File: src/rtl/coriolis_pkg.sv
// Shared definitions for the coriolis stream blocks: FloPoCo exception
// encodings, the canonical NaN, sink FSM states and the format converter.
package coriolis_pkg;

    // FloPoCo 2-bit exception field carried above the IEEE-754 word.
    typedef enum logic [1:0] {
        ExnZero   = 2'b00,
        ExnNormal = 2'b01,
        ExnInf    = 2'b10,
        ExnNan    = 2'b11
    } flopoco_exn_e;

    localparam logic [31:0] CanonicalNan = 32'h7FC0_0000;

    typedef enum logic [1:0] {
        StIdle = 2'b00,
        StRun  = 2'b01,
        StDone = 2'b10
    } sink_state_e;

    // FloPoCo {exn, sign, exp, mant} to IEEE-754 single. The exception
    // field overrides whatever the exponent/mantissa bits hold.
    function automatic logic [31:0] flopoco_to_ieee(input logic [33:0] fp);
        logic [31:0] res;
        res = CanonicalNan;
        case (fp[33:32])
            ExnZero:   res = {fp[31], 31'b0};
            ExnNormal: res = fp[31:0];
            ExnInf:    res = {fp[31], 8'hFF, 23'b0};
            default:   res = CanonicalNan;
        endcase
        return res;
    endfunction

endpackage

File: src/rtl/coriolis_sync_fifo.sv
// Show-ahead synchronous FIFO: rdata is the head entry whenever !empty.
module coriolis_sync_fifo #(
    parameter int unsigned WIDTH = 34,
    parameter int unsigned DEPTH = 16
) (
    input  logic             clk,
    input  logic             rst,
    input  logic             push,
    input  logic [WIDTH-1:0] wdata,
    input  logic             pop,
    output logic [WIDTH-1:0] rdata,
    output logic             empty,
    output logic             full
);

    localparam int unsigned AW = $clog2(DEPTH);

    logic [WIDTH-1:0] mem_q [DEPTH];
    logic [AW-1:0]    wptr_q;
    logic [AW-1:0]    rptr_q;
    logic [AW:0]      count_q;
    logic             do_push;
    logic             do_pop;

    // Qualify requests so a misbehaving caller cannot corrupt occupancy.
    always_comb begin
        do_push = push & ~full;
        do_pop  = pop & ~empty;
        empty   = (count_q == '0);
        full    = (count_q == (AW+1)'(DEPTH));
        rdata   = mem_q[rptr_q];
    end

    // Pointers wrap naturally since DEPTH is a power of two.
    always_ff @(posedge clk) begin
        if (rst) begin
            wptr_q  <= '0;
            rptr_q  <= '0;
            count_q <= '0;
        end else begin
            if (do_push) wptr_q <= wptr_q + AW'(1);
            if (do_pop)  rptr_q <= rptr_q + AW'(1);
            case ({do_push, do_pop})
                2'b10:   count_q <= count_q + (AW+1)'(1);
                2'b01:   count_q <= count_q - (AW+1)'(1);
                default: count_q <= count_q;
            endcase
        end
    end

    // Storage needs no reset; empty/full gate every observable use of it.
    always_ff @(posedge clk) begin
        if (do_push) mem_q[wptr_q] <= wdata;
    end

endmodule

File: src/rtl/coriolis_stream_sink.sv
// Stream sink: accepts nitems FloPoCo results from a leaf node, buffers them
// and hands IEEE-754 singles to the memory writer, flagging done at the end.
module coriolis_stream_sink
    import coriolis_pkg::*;
#(
    parameter int unsigned STREAMW = 34,
    // Power of two, at least the upstream leaf latency + 1.
    parameter int unsigned DEPTH   = 16,
    parameter int unsigned CNTW    = 32
) (
    input  logic               clk,
    input  logic               rst,
    input  logic               start,
    input  logic [CNTW-1:0]    nitems,
    input  logic               ivalid,
    input  logic [STREAMW-1:0] idata,
    output logic               iready,
    output logic               ovalid,
    output logic [31:0]        odata,
    input  logic               oready,
    output logic               done
);

    sink_state_e        state_q;
    logic [CNTW-1:0]    nitems_q;
    logic [CNTW-1:0]    pushed_q;
    logic [CNTW-1:0]    popped_q;
    logic               done_q;
    logic               fifo_empty;
    logic               fifo_full;
    logic [STREAMW-1:0] fifo_head;
    logic               push;
    logic               pop;

    // Handshakes and outputs, derived only from registered state.
    always_comb begin
        iready = (state_q == StRun) & ~fifo_full & (pushed_q < nitems_q);
        ovalid = ~fifo_empty;
        // Convert on the read side; the head is stable while stalled.
        odata  = fifo_empty ? 32'h0 : flopoco_to_ieee(fifo_head[33:0]);
        push   = ivalid & iready;
        pop    = ovalid & oready;
        done   = done_q;
    end

    coriolis_sync_fifo #(
        .WIDTH (STREAMW),
        .DEPTH (DEPTH)
    ) u_fifo (
        .clk   (clk),
        .rst   (rst),
        .push  (push),
        .wdata (idata),
        .pop   (pop),
        .rdata (fifo_head),
        .empty (fifo_empty),
        .full  (fifo_full)
    );

    // Run-control FSM with item counters and the registered done flag.
    always_ff @(posedge clk) begin
        if (rst) begin
            state_q  <= StIdle;
            nitems_q <= '0;
            pushed_q <= '0;
            popped_q <= '0;
            done_q   <= 1'b0;
        end else begin
            if (push) pushed_q <= pushed_q + CNTW'(1);
            if (pop)  popped_q <= popped_q + CNTW'(1);
            unique case (state_q)
                StIdle, StDone: begin
                    // FIFO is empty here, so clearing the counters loses nothing.
                    if (start) begin
                        nitems_q <= nitems;
                        pushed_q <= '0;
                        popped_q <= '0;
                        if (nitems != '0) begin
                            state_q <= StRun;
                            done_q  <= 1'b0;
                        end else begin
                            state_q <= StDone;
                            done_q  <= 1'b1;
                        end
                    end
                end
                StRun: begin
                    // start is ignored while a run is in flight.
                    if (pop && (popped_q + CNTW'(1) == nitems_q)) begin
                        state_q <= StDone;
                        done_q  <= 1'b1;
                    end
                end
                default: begin
                    state_q <= StIdle;
                    done_q  <= 1'b0;
                end
            endcase
        end
    end

endmodule

File: config.mk
export PLATFORM = sky130hd
export DESIGN_NAME = coriolis_stream_sink
export DESIGN_NICKNAME = d
export VERILOG_FILES = /design/src/rtl/coriolis_pkg.sv /design/src/rtl/coriolis_sync_fifo.sv /design/src/rtl/coriolis_stream_sink.sv
export SDC_FILE = /design/constraint.sdc
export NUM_CORES = 1
export LEC_CHECK = 0
export BUFFER_PORTS_ARGS = -buffer_cell sky130_fd_sc_hd__buf_2
export CAP_MARGIN = 20
export CORE_AREA = 3 3 241 243
export DETAILED_ROUTE_END_ITERATION = 10
export DIE_AREA = 0 0 244 246
export HOLD_SLACK_MARGIN = 0.03
export PLACE_DENSITY_LB_ADDON = 0.12
export SYNTH_ARGS = -nofsm -noshare
export SYNTH_HDL_FRONTEND = slang
export SYNTH_SLANG_ARGS = --single-unit
File: constraint.sdc
create_clock -name clk -period 6 [get_ports clk]
set_clock_uncertainty 0.15 [all_clocks]
set_input_delay 1.2 -clock clk [delete_from_list [all_inputs] [get_ports clk]]
set_output_delay 1.2 -clock clk [all_outputs]
set_load 0.02 [all_outputs]
==> reports/summary.txt, run 1 <==
CP max FO - 29
setup TNS - 0 ps
largest net degree at the start of global routing - 89
root buffer cell - clkbuf_16
Slowest-stage cell, CP - or2_2
vias in the first global route - 15370
Slew Viols, Final - 0
crit path kind - reg -> out
WL final - 63330 um
Tcrit/Tclk final - 82.27%
Ys Warns - 0
Max-cap violations - 0
Yosys reg bits - 659
synthesized area per cell - 16.24 um^2
Initial Utilization - 48.92%
fmax - 202.6 MHz
Tightest Pin Transition - 1033 ps
cell accounting for the most synthesized area - edfxtp_1
Clock Latency Late Sink - 600 ps
top cells by area, synth - edfxtp_1, mux4_2, dfxtp_1
post-layout net count - 1927
post-route insts no fill - 2621
CTS Buf Count - 69
sequential share of the synthesized area - 67.83%
core area - 0.05617 mm^2
XOR/XNOR share of the synthesized area - 2.359%
Hold-fix buffers, CTS - 0
clock sinks - 659
DRT Pass-1 Iters - 5
Storage cell area - 0.01865 mm^2
Synth cell types - 54
vias - 15240
Compound-Gate Fraction of Synth Area - 3.993%
leakage - 9.972 nW
maximum VDD drop - 0.0002328 V
post-synthesis adder-cell area fraction - 1.949%
Worst Setup Start Kind - flop
area grow syn2layout - 13.56%
GP Congestion - 0.8249
post-CTS sizing - 0
total global-route track usage - 21.41%
# port buffers - 105
CP peak stage delay - 600 ps
standard-cell rows - 87
I/O pin cnt - 106
Cells after DPL - 2499
Max transition margin - 31.11%
layout cells sized above 1 - 23.89%
final hold vios - 0
1st-iter DRT viols - 1156
Setup WS post-layout - 1064 ps
top cell type's share of synthesized area - 59.45%
Post-Synthesis Cells - 1692
initial antenna violation count - 5
die area - 0.06002 mm^2
pre-CTS setup slack - 1626 ps
power per cell area - 337.5 mW/mm^2
postcts setup bufs - 0
Worst EP required - 4650 ps
die height - 246 um
status - complete, no violations
Longest Clk Path Bufs - 3
asr flop ratio synth - 0%
vias per cell - 5.814
CTS tree - yes
total gr overflow - 0
WP data arrival - 3590 ps
Worst-path clk slew - 60 ps
first-pass GRT wire length - 95540 um
multiplexer share of the synthesized area - 14.09%
H-tree depth - 3
Cell Chain, Critical Path - buf_4 > mux4_2 > mux4_2 > or2_2 > nor2b_1 > buf_2
fill cell count - 4503
HPWL after DPL - 37100 um
ys flop type - edfxtp_1
RSZ-0062 raised after global routing - no
Post-Syn Nets - 1805
multi-input logic area - 0.008381 mm^2
Cell Area, Synth - 0.02748 mm^2
DRC - 0
Final setup viols - 0
largest family of logic cells by synthesized area - multiplexers
number of synthesized flops with an enable pin - 544
die width - 244 um
Overall Power - 10.53 mW
CP endpoint kind - output port
post-layout min period - 4936 ps
most used cell, CP - mux4_2
WL/cell - 24.16 um
Hold WC Path Type - reg -> reg
antenna-violating nets left - 0
Post-Synth Simple-Gate Area - 7.755%
==> power breakdown <==
group | internal (mW) | switching [mW] | leakage, nW
sequential | 5.01 | 0.0676 | 5.83
clock | 2.30 | 1.76 | 1.04
combinational | 0.566 | 0.833 | 3.11
==> synth_stat cells (3+ instances only) <==
master    instances
edfxtp_1        544
mux4_2          170
nand2_1         125
dfxtp_1         115
a21oi_1          97
clkbuf_1         65
nor2_1           51
o21ai_0          45
inv_1            44
ha_1             42
xnor2_1          37
xor2_1           37
nand3_1          36
or3_1            36
nand4_1          30
nor2b_1          29
nor3_1           24
buf_2            19
nor4_1           18
a21o_1           13
or4_1            12
and3_1           11
o31ai_1          11
buf_1            10
o21a_1            9
nand2b_1          8
nor3b_1           8
a31oi_1           6
and2_1            5
a211oi_1          3
and4_1            3
==> routing by layer <==
metal	wire length, um	up-vias	GRT usage, %
met2	32060	396	36.29
met3	3367	111	4.190
li1	-	6888	-
met1	26280	7839	28.35
met4	1599	4	6.272
met5	27	-	0
==> stage by stage <==
stage	hold WS [ps]	util (%)	area, um^2
finish	310.7	55.56	31200
CTS	313.9	55.55	31200
detailed placement	305.4	51.73	29050
floorplan	286.3	-	27480
global route	338.9	55.55	31200
global placement	299.7	51.73	29050
==> worst paths after layout <==
check | start | endpoint | slack (ps) | cells after the start
worst min-delay path | nitems_q[23] | nitems_q[23] | 310 | 2
worst min register to register | nitems_q[23] | nitems_q[23] | 310 | 2
worst max register to register | nitems_q[17] | u_fifo.count_q[4] | 1570 | 19
worst max-delay path | flop | odata[21] | 1060 | 6
==> registers in the layout, summed over array words and instances (netlist names), named ones only <==
signal	cells
nitems_q	32
popped_q	32
pushed_q	32
state_q	2
u_fifo.count_q	5
u_fifo.mem_q	544
u_fifo.rptr_q	4
u_fifo.wptr_q	4
==> kinds of logic after synthesis <==
logic type,count (synthesis)
AO/OA/AOI/OAI,194
multiplexers,174
AND/OR/NAND/NOR,408
buffers and inverters,140
adder cells (fa/ha/maj),43
flip-flops,659
XOR/XNOR,74
==> layout by cell type (no fill, tap or decap), drive strengths merged, types with 3 or more instances in the layout <==
cell / n
nand2: 125
ha: 42
nor2: 51
a21oi: 97
clkbuf: 85
edfxtp: 544
a31oi: 6
buf: 146
a211oi: 3
clkinvlp: 5
or4: 13
nor4: 21
and3: 11
a21o: 13
clkinv: 25
o21a: 9
o21ai: 46
nor2b: 29
nand4: 31
nor3b: 8
mux4: 170
dfxtp: 115
nand3: 36
nor3: 25
nand2b: 8
xor2: 37
xnor2: 37
and2: 5
and4: 3
o31ai: 11
or3: 36
inv: 48
==> area by class of cell <==
| class | count | share of cell area, % |
|---|---|---|
| Multi-Input combinational cell | 893 | 26.86 |
| Timing Repair Buffer | 146 | 2.911 |
| Inverter | 45 | 0.5413 |
| Sequential cell | 659 | 59.77 |
| Tap cell | 756 | 3.031 |
| Clock buffer | 85 | 5.926 |
| Antenna cell | 2 | 0.01604 |
| Clock inverter | 35 | 0.9503 |
==> worst max-delay path: cells and delay by family, from the launching register on <==
family                 cells  cell delay (ps)
muxes                      2              880
and+or+nand+nor            2              840
DFF                        1              580
buffers and inverters      2              670
Power figures use the tool's default switching activity.
==> run 2, diff against run 1 <==
--- a/config.mk
+++ b/config.mk
@@ -5,11 +5,12 @@
 export SDC_FILE = /design/constraint.sdc
 export NUM_CORES = 1
 export LEC_CHECK = 0
+export ABC_AREA = 1
 export BUFFER_PORTS_ARGS = -buffer_cell sky130_fd_sc_hd__buf_2
 export CAP_MARGIN = 20
-export CORE_AREA = 3 3 241 243
+export CORE_AREA = 3 3 246 248
 export DETAILED_ROUTE_END_ITERATION = 10
-export DIE_AREA = 0 0 244 246
+export DIE_AREA = 0 0 249 251
 export HOLD_SLACK_MARGIN = 0.03
 export PLACE_DENSITY_LB_ADDON = 0.12
 export SYNTH_ARGS = -nofsm -noshare
==> constraint.sdc (replaced) <==
create_clock -name clk -period 4.03 [get_ports clk]
set_clock_uncertainty 0.15 [all_clocks]
set_input_delay 0.806 -clock clk [delete_from_list [all_inputs] [get_ports clk]]
set_output_delay 0.806 -clock clk [all_outputs]
set_load 0.02 [all_outputs]
==> run 2 against run 1 <==
Core utilization up 0.15 points. Via count up 39%. Global-route usage up 3.6 points. Non-clock buffer count up 21. Setup slack worse by 920 ps. Critical path type unchanged.
==> reports/summary.txt, run 2 <==
status - complete, no violations
most frequent cells in the layout - nand2_1, edfxtp_1, a21oi_1
top cells by area, synth - edfxtp_1, nand2_1, dfxtp_1
Int Power - 13.05 mW (+66%)
CP endpoint kind - output port
number of synthesized flops with an enable pin - 544 (unchanged)
Clock Latency Late Sink - 610 ps (about the same)
WP data arrival - 2930 ps (-660 ps)
Longest Clk Path Bufs - 3 (unchanged)
ys flop type - edfxtp_1
area grow syn2layout - 14.25%
CTS tree - yes
setup TNS - 0 ps (unchanged)
Comb power frac - 27.0% (+14 points)
largest net degree at the start of global routing - 95 (+6.7%)
die area - 0.06250 mm^2 (+4.1%)
Ys Warns - 0 (unchanged)
die width - 249 um (+2.0%)
power per cell area - 598.3 mW/mm^2 (+77%)
Max transition margin - 25.23% (-5.9 points)
final hold vios - 0 (unchanged)
Post-synth top cells - nand2_1, edfxtp_1, a21oi_1, nor2_1, inv_1
clock sinks - 659 (unchanged)
Worst Setup Start Kind - flop
RSZ-0062 raised after global routing - no
Final setup viols - 0 (unchanged)
HPWL after DPL - 46950 um (+27%)
fill cell count - 5037 (+12%)
vias in the first global route - 20480 (+33%)
synthesized area per cell - 10.56 um^2 (-35%)
Switch Pwr - 6.515 mW (+140%)
1st-iter DRT viols - 2159 (+87%)
WL/cell - 22.11 um (-8.5%)
post-layout net count - 2918 (+51%)
top-count cell post-synth - nand2_1
Synth cell types - 46 (-15%)
sequential share of the synthesized area - 65.14% (-2.7 points)
Tcrit/Tclk final - 96.47%
asr flop ratio synth - 0% (unchanged)
WL final - 80300 um (+27%)
Cell Area, Synth - 0.02861 mm^2 (+4.1%)
root buffer cell - clkbuf_16
Hold WC Path Type - reg -> reg
Worst-path clk slew - 60 ps (about the same)
Post-Synthesis Cells - 2710 (+60%)
I/O pin cnt - 106 (unchanged)
Hold-fix buffers, CTS - 0 (unchanged)
maximum VDD drop - 0.0004147 V (+78%)
post-layout min period - 3888 ps
DP Area - 0.03019 mm^2 (+3.9%)
Worst EP required - 3070 ps (-1580 ps)
top cell type's share of synthesized area - 57.09% (-2.4 points)
Tightest Pin Transition - 1119 ps (+85.58 ps)
vias per cell - 5.825 (+0.19%)
DRT Pass-1 Iters - 5 (unchanged)
most common cell after layout, fill and taps aside - nand2_1
core area - 0.05869 mm^2 (+4.5%)
standard-cell rows - 89 (+2.3%)
# port buffers - 105 (unchanged)
leakage - 11.76 nW (+18%)
CP max FO - 47 (+62%)
Yosys reg bits - 659 (unchanged)
DRC - 0 (unchanged)
Slowest-stage cell, CP - dfxtp_4
die height - 251 um (+2.0%)
initial antenna violation count - 2 (-3)
Slew Viols, Final - 0 (unchanged)
CP peak stage delay - 540 ps (-60 ps)
H-tree depth - 3 (unchanged)
GP Congestion - 0.9800 (+19%)
total gr overflow - 0 (unchanged)
Max-cap violations - 0 (unchanged)
total global-route track usage - 25.01% (+3.6 points)
layout cells sized above 1 - 10.82% (-13 points)
cell accounting for the most synthesized area - edfxtp_1
Post-Layout Inst Area - 0.03269 mm^2 (+4.8%)
most used cell, CP - nand2_1
Reg with most FFs - u_fifo.mem_q
fmax - 257.2 MHz
crit path kind - reg -> out
CTS Buf Count - 70 (+1.4%)
Initial Utilization - 48.76% (-0.16 points)
first-pass GRT wire length - 121800 um (+27%)
Cell Chain, Critical Path - buf_16 > nor2_1 > o221ai_1 > nand3_1 > nand2_1 > nand2_1 > o21ai_0 > buf_2
Overall Power - 19.56 mW (+86%)
Post-Syn Nets - 2823 (+56%)
Sw Share - 33.31% (+8.0 points)
Reg power frac - 39.8% (-8.4 points)
max reg flops - 544 (unchanged)
Clk pwr share - 33.2% (-5.3 points)
vias - 21150 (+39%)
antenna-violating nets left - 0 (unchanged)
## run 2: through the flow
step	hold WS, ps	util (%)	instances	worst slack [ps]
3_5_place_dp	306.2	51.44	3496	182.0
6_report	307.2	55.71	3631	142.1
5_1_grt	333.5	55.71	3631	4.166
3_3_place_gp	297.2	51.44	3496	251.0
4_1_cts	297.8	55.42	3624	55.06
2_1_floorplan	286.2	-	2710	138.7
## run 2: power groups by stage
stage	Clock [mW]	Combinational [mW]	Sequential (mW)
after floorplan	0	3.43	7.80
after global placement	0	5.00	7.95
after detailed placement	0	5.05	7.96
after CTS	6.58	5.15	7.79
after global routing	6.85	5.84	7.80
final	6.50	5.28	7.78
## run 2: per-layer routing
metal  wire length [um]  up-vias  global-route usage, %
li1                   -     9851                      -
met1              35220    10330                  35.65
met2              37430      847                  39.83
met3               5952      124                  3.921
met4               1686        2                  7.721
met5                  5        -                      0
## run 2: repair_timing
action                                  4_1_cts  5_1_grt
gates resized for setup                       5       11
cloned                                        0        3
endpoints found under the setup margin       31        9
pin swaps                                     0        1
buffers inserted                              4        2
## run 2: logic make-up after synthesis
| group | count (synthesis) | share of synthesized area, % |
|---|---|---|
| XOR/XNOR | 30 | 1.014 |
| adder cells (fa/ha/maj) | 42 | 1.837 |
| flip-flops | 659 | 65.14 |
| AND/OR/NAND/NOR | 1059 | 15.19 |
| AO/OA/AOI/OAI | 629 | 12.91 |
| buffers and inverters | 291 | 3.914 |
## run 2: area by class of cell
type	instances	area, um^2	area share [%]
clock buffer	99	1964	6.009
inverter	146	568.0	1.738
timing repair buffer	167	1221	3.735
multi-input combinational	1761	9002	27.54
clock inverter	25	319.1	0.9760
sequential	659	18650	57.04
antenna	1	2.502	0.007655
tap	773	967.2	2.959
## run 2: path summary, 6_finish.rpt
check / startpoint / endpoint / slack (ps) / cells past startpoint
min reg2reg: u_fifo.rptr_q[3] / flop / 310 / 2
min: u_fifo.rptr_q[3] / flop / 310 / 2
max: flop / odata[23] / 140 / 8
max reg2reg: nitems_q[25] / u_fifo.mem_q[6][16] / 260 / 12
## run 2: critical path, delay by kind of cell, from the launching register on
family	cells	cell delay, ps
compound gates	2	480
flops	1	540
simple gates	4	770
buf+inv	2	510
